File: config.mk
export PLATFORM = sky130hd
export DESIGN_NAME = full_adder_unit
export DESIGN_NICKNAME = d
export VERILOG_FILES = /design/src/rtl/full_adder_unit.sv
export SDC_FILE = /design/constraint.sdc
export NUM_CORES = 1
export LEC_CHECK = 0
export ABC_AREA = 0
export BUFFER_PORTS_ARGS = -buffer_cell sky130_fd_sc_hd__buf_2
export CAP_MARGIN = 20
export CORE_AREA = 4 4 41 43
export DETAILED_ROUTE_END_ITERATION = 8
export DIE_AREA = 0 0 45 47
export GPL_TIMING_DRIVEN = 0
export PLACE_DENSITY = 0.32
export SLEW_MARGIN = 20
export SYNTH_ARGS = -nofsm -noshare
export SYNTH_HDL_FRONTEND = slang
export SYNTH_SLANG_ARGS = --single-unit
File: constraint.sdc
create_clock -name clk -period 1.8 [get_ports clk]
set_clock_uncertainty 0.2 [all_clocks]
set_input_delay 0.18 -clock clk [delete_from_list [all_inputs] [get_ports clk]]
set_output_delay 0.18 -clock clk [all_outputs]
set_load 0.01 [all_outputs]
File: src/rtl/full_adder_unit.sv
// Registered ripple-carry adder assembled from 1-bit full-adder cells.
// {carry_out, sum} = a + b + carry_in, captured one cycle after in_valid.
module full_adder_unit #(
    parameter int WIDTH = 1
) (
    input  logic             clk,
    input  logic             rst_n,
    input  logic             in_valid,
    input  logic [WIDTH-1:0] a,
    input  logic [WIDTH-1:0] b,
    input  logic             carry_in,
    output logic [WIDTH-1:0] sum,
    output logic             carry_out,
    output logic             out_valid
);

    // One full-adder cell: returns {carry, sum}.
    function automatic logic [1:0] fa_cell(
        input logic a_bit,
        input logic b_bit,
        input logic c_bit
    );
        logic s_bit;
        logic co_bit;
        s_bit  = a_bit ^ b_bit ^ c_bit;
        co_bit = (a_bit & b_bit) | (a_bit & c_bit) | (b_bit & c_bit);
        return {co_bit, s_bit};
    endfunction

    logic [WIDTH-1:0] sum_s;
    logic             carry_s;
    logic [1:0]       cell_s;

    logic [WIDTH-1:0] sum_r;
    logic             carry_out_r;
    logic             out_valid_r;

    // Ripple the carry through the cell chain, bit 0 first.
    always_comb begin
        sum_s   = {WIDTH{1'b0}};
        cell_s  = 2'b00;
        carry_s = carry_in;
        for (int i = 0; i < WIDTH; i++) begin
            cell_s   = fa_cell(a[i], b[i], carry_s);
            sum_s[i] = cell_s[0];
            carry_s  = cell_s[1];
        end
    end

    // Result registers; operands are only sampled when in_valid is high,
    // so undriven inputs during idle cycles cannot reach the held result.
    always_ff @(posedge clk) begin
        if (!rst_n) begin
            sum_r       <= {WIDTH{1'b0}};
            carry_out_r <= 1'b0;
            out_valid_r <= 1'b0;
        end else begin
            out_valid_r <= in_valid;
            if (in_valid) begin
                sum_r       <= sum_s;
                carry_out_r <= carry_s;
            end
        end
    end

    assign sum       = sum_r;
    assign carry_out = carry_out_r;
    assign out_valid = out_valid_r;

endmodule

; After elaboration in Yosys (flattened, before gate mapping)
; Index checks and enable logic that the tools add are counted.
[totals]
inputBits = 6
memories = 0
latchBits = 0
wordCells = 10
mem_bits_rw = 0
reg_bits = 3
out_inout_bits = 3
mem_bits_ro = 0
[op_classes]
mux = 0
mul = 0
div = 0
n_eq_ne = 0
reduce_logical = 0
add_sub_neg = 0
n_lt_le_gt_ge = 0
shift = 0
bitwise_logic = 7
[op_table]
columns = op, count
row1 = $and A1 B1 Y1, 3
row2 = $or A1 B1 Y1, 2
row3 = $xor A1 B1 Y1, 2

; Longest topological paths before layout
[logic_depth]
word_depth = 3
depth_mapped = 3
mapped_depth_nobuf = 3

; Worst setup path after synthesis
; Ideal clock, no wire load.
[synth_timing]
kind = input to register
start = input port a
end = register sum_r, in the netlist sum
path_stages = 3
setup_slack_ns = 0.677
required_time_ns = 1.484
t_arrival_ns = 0.807
setup_time_ns = 0.116
n_path_buf = 0
path_cell_list = fa_1 > mux2i_1 > nor2b_1
[synth_between]
elab_chain_len = 2
[synth_rtl]
columns = element, line_no
row1 = from (decl), 9  ; input logic [WIDTH-1:0] a,
row2 = $xor A1 B1 Y1 (2 in a row), 25  ; s_bit = a_bit ^ b_bit ^ c_bit;
row3 = to (signal assigned), 54  ; sum_r <= {WIDTH{1'b0}};
row4 = to (signal assigned), 60  ; sum_r <= sum_s;
row5 = to (decl), 34  ; logic [WIDTH-1:0] sum_r;
; No other way between the ends.
; A chain may end at the register's enable or synchronous reset.

; Final worst setup path
[layout_timing]
start = input port rst_n
end = register out_valid_r, in the netlist out_valid
[layout_lines]
columns = element, line_no
row1 = from (decl), 7  ; input logic rst_n,
row2 = to (signal assigned), 58  ; out_valid_r <= in_valid;
row3 = to (decl), 36  ; logic out_valid_r;
; No word-level cell between the ends.

==> results.toml <==
[sta]
tns_ns = 0
worst_pin_slew_ns = 0.1138
period_needed_ns = 1.089
fmax_ghz = 0.9186
fin_crit_sh_pct = 60.48
holdWs_ns = 0.02417
slew_headroom_pct = 92.20
rsz0062_at_grt = "no"
maxSlewViolCount = 0
final-hold-violation-count = 0
setup_viol = 0

[floorplan]
dieArea_um2 = 2115
die_width_um = 45
fp.dieH_um = 47
core-area_um2 = 1301
ioPinCount = 9
initial_core_util_pct = 9.231
rows = 13

[placed_design]
gp_congestion = 0.5676
io_buffer_count = 8
place_inst = 32
place_area_um2 = 178.9

[clock_network]
insertion_delay_ns = 0.23
numCtsBuffers = 3
ctsRootBufferMaster = "clkbuf_4"
clk_path_buf_depth = 2
clock_sinks = 3
clk_pin_slew_ns = 0.03
cts-htree-levels = 1
post_cts_buffers = 0
cts_tree = "yes"

[yosys]
syn_area_per_cell_um2 = 13.35
synth_nets = 16
syn_area_um2 = 120.1
synth_top_area_cell = "dfxtp_1"
synth_area_leaders = "dfxtp_1, fa_1, mux2i_1, nor2b_1, and2_2"
synth_cells = 9
synthDistinctLibCells = 5
synth_seq_area_share_pct = 50.00
yosysWarnings = 0
synth-seq-cells = 3
netlist.area_leader.share_pct = 50.00

[global_routing]
grt_max_degree = 4
antenna_found_initial = 0
grt_pass1_vias = 121
grt_util_all_layers_pct = 3.555
grt_pass1_wl_um = 462
grt_overflow = 0

[pwr]
p_sw_share_pct = 20.96
power_frac_comb_pct = 12.5
switchingPower_uw = 45.06
cellInternalPower_uw = 169.9
cellLeakagePower_uw = 0.0001045
seq_power_share_pct = 34.1
clockPowerShare_pct = 53.3
powerDensity_nw_per_um2 = 999.0
ir_drop_v = 0.0002485
p_total_uw = 215.0

[layout]
final_cell_mix = "buf_2, dfxtp_1, clkbuf_4"
antennaDiodeCount = 0
multi_input_comb_area_um2 = 60.06
drive_gt1_share_pct = 54.55
stdcell_count = 37
num-fill-cells = 154
regArea_um2 = 60.06
nNetsFinal = 30
final_area_um2 = 215.2
layout_commonest_cell = "buf_2"
area_growth_pct = 79.17

[setup_path]
timing.rr.end = "carry_out$_SDFFE_PN0P_"
crit_fanout = 3
critPathRequiredTime_ns = 1.72
crit_arrival_ns = 1.01
rrSetupSlack_ns = 1.02
crit_path_start_kind = "input pin"
critPathKind = "in -> reg"
end_kind = "flip-flop"
regToRegStartpoint = "carry_out$_SDFFE_PN0P_"
rr_worst_depth = 2

[route]
vias = 109
drt_pre_antenna_iters = 1
vias_per_cell = 2.946
wirelength_um = 262
ant_nets = 0
drc = 0
wl_per_cell_um = 7.081
drt_iter0_drc = 0

[status]
outcome = "completed"

[worst_hold_path]
hold_depth = 2
hold_path.class = "in -> reg"
hp-start = "in_valid"
hold-path-endpoint = "out_valid$_SDFF_PN0_"

[run]
maxCapViolCount = 0
cell families after synthesis:
kind of cell  share of synthesized area, %
simple gates                         16.67
flops                                50.00
mux                                  16.67
fa+ha+maj                            16.67
power groups by stage:
stage	logic, uW	clock network, uW	registers, uW
3_5_place_dp	26.5	0	74.4
2_1_floorplan	9.01	0	77.1
6_report	27.0	115	73.4
3_3_place_gp	25.6	0	74.7
4_1_cts	28.2	121	73.5
5_1_grt	31.4	126	74.3
flip-flops by register name, indices dropped and copies added (netlist names):
name       cells
carry_out      1
out_valid      1
sum            1
what timing repair did:
item,CTS,global route
endpoints found under the hold margin,3,0
hold buffers,1,0
resized for setup,0,0
per-stage QoR:
| stage | setup WS, ns | utilization [%] |
|---|---|---|
| final | 0.7114 | 16.54 |
| after floorplan | 0.6766 | - |
| after global routing | 0.6777 | 16.54 |
| after CTS | 0.7202 | 16.54 |
| after global placement | 0.5274 | 13.75 |
| after detailed placement | 0.5128 | 13.75 |
routing by layer:
metal / vias to the layer above / part of all wire (%) / GRT usage [%]
li1: 55 / - / -
met1: 49 / 46 / 3.182
met2: 5 / 47 / 4.520
met3: 0 / 6.9 / 3.448
met4: 0 / 0 / 3.509
met5: - / 0 / 0
how the worst max path moves through the flow:
stage                           endpoint   from
floorplan               sum$_SDFFE_PN0P_      a
global placement        sum$_SDFFE_PN0P_      a
detailed placement      sum$_SDFFE_PN0P_      a
CTS                 out_valid$_SDFF_PN0_  rst_n
global route        out_valid$_SDFF_PN0_  rst_n
finish              out_valid$_SDFF_PN0_  rst_n
synthesized netlist by cell type:
cell,n
and2_2,1
fa_1,1
nor2b_1,2
mux2i_1,2
dfxtp_1,3
critical path: stages:
cell	delay, ns
dlygate4sd3_1	0.53
buf_2	0.13
and2_2	0.17
layout make-up:
type	count	share of cell area [%]
flip-flops and latches	3	27.91
clock buffers	4	12.21
well taps	15	8.721
multi-input cells	6	27.91
repair buffers	9	23.26
No activity file was read; power rests on OpenSTA's default activity.
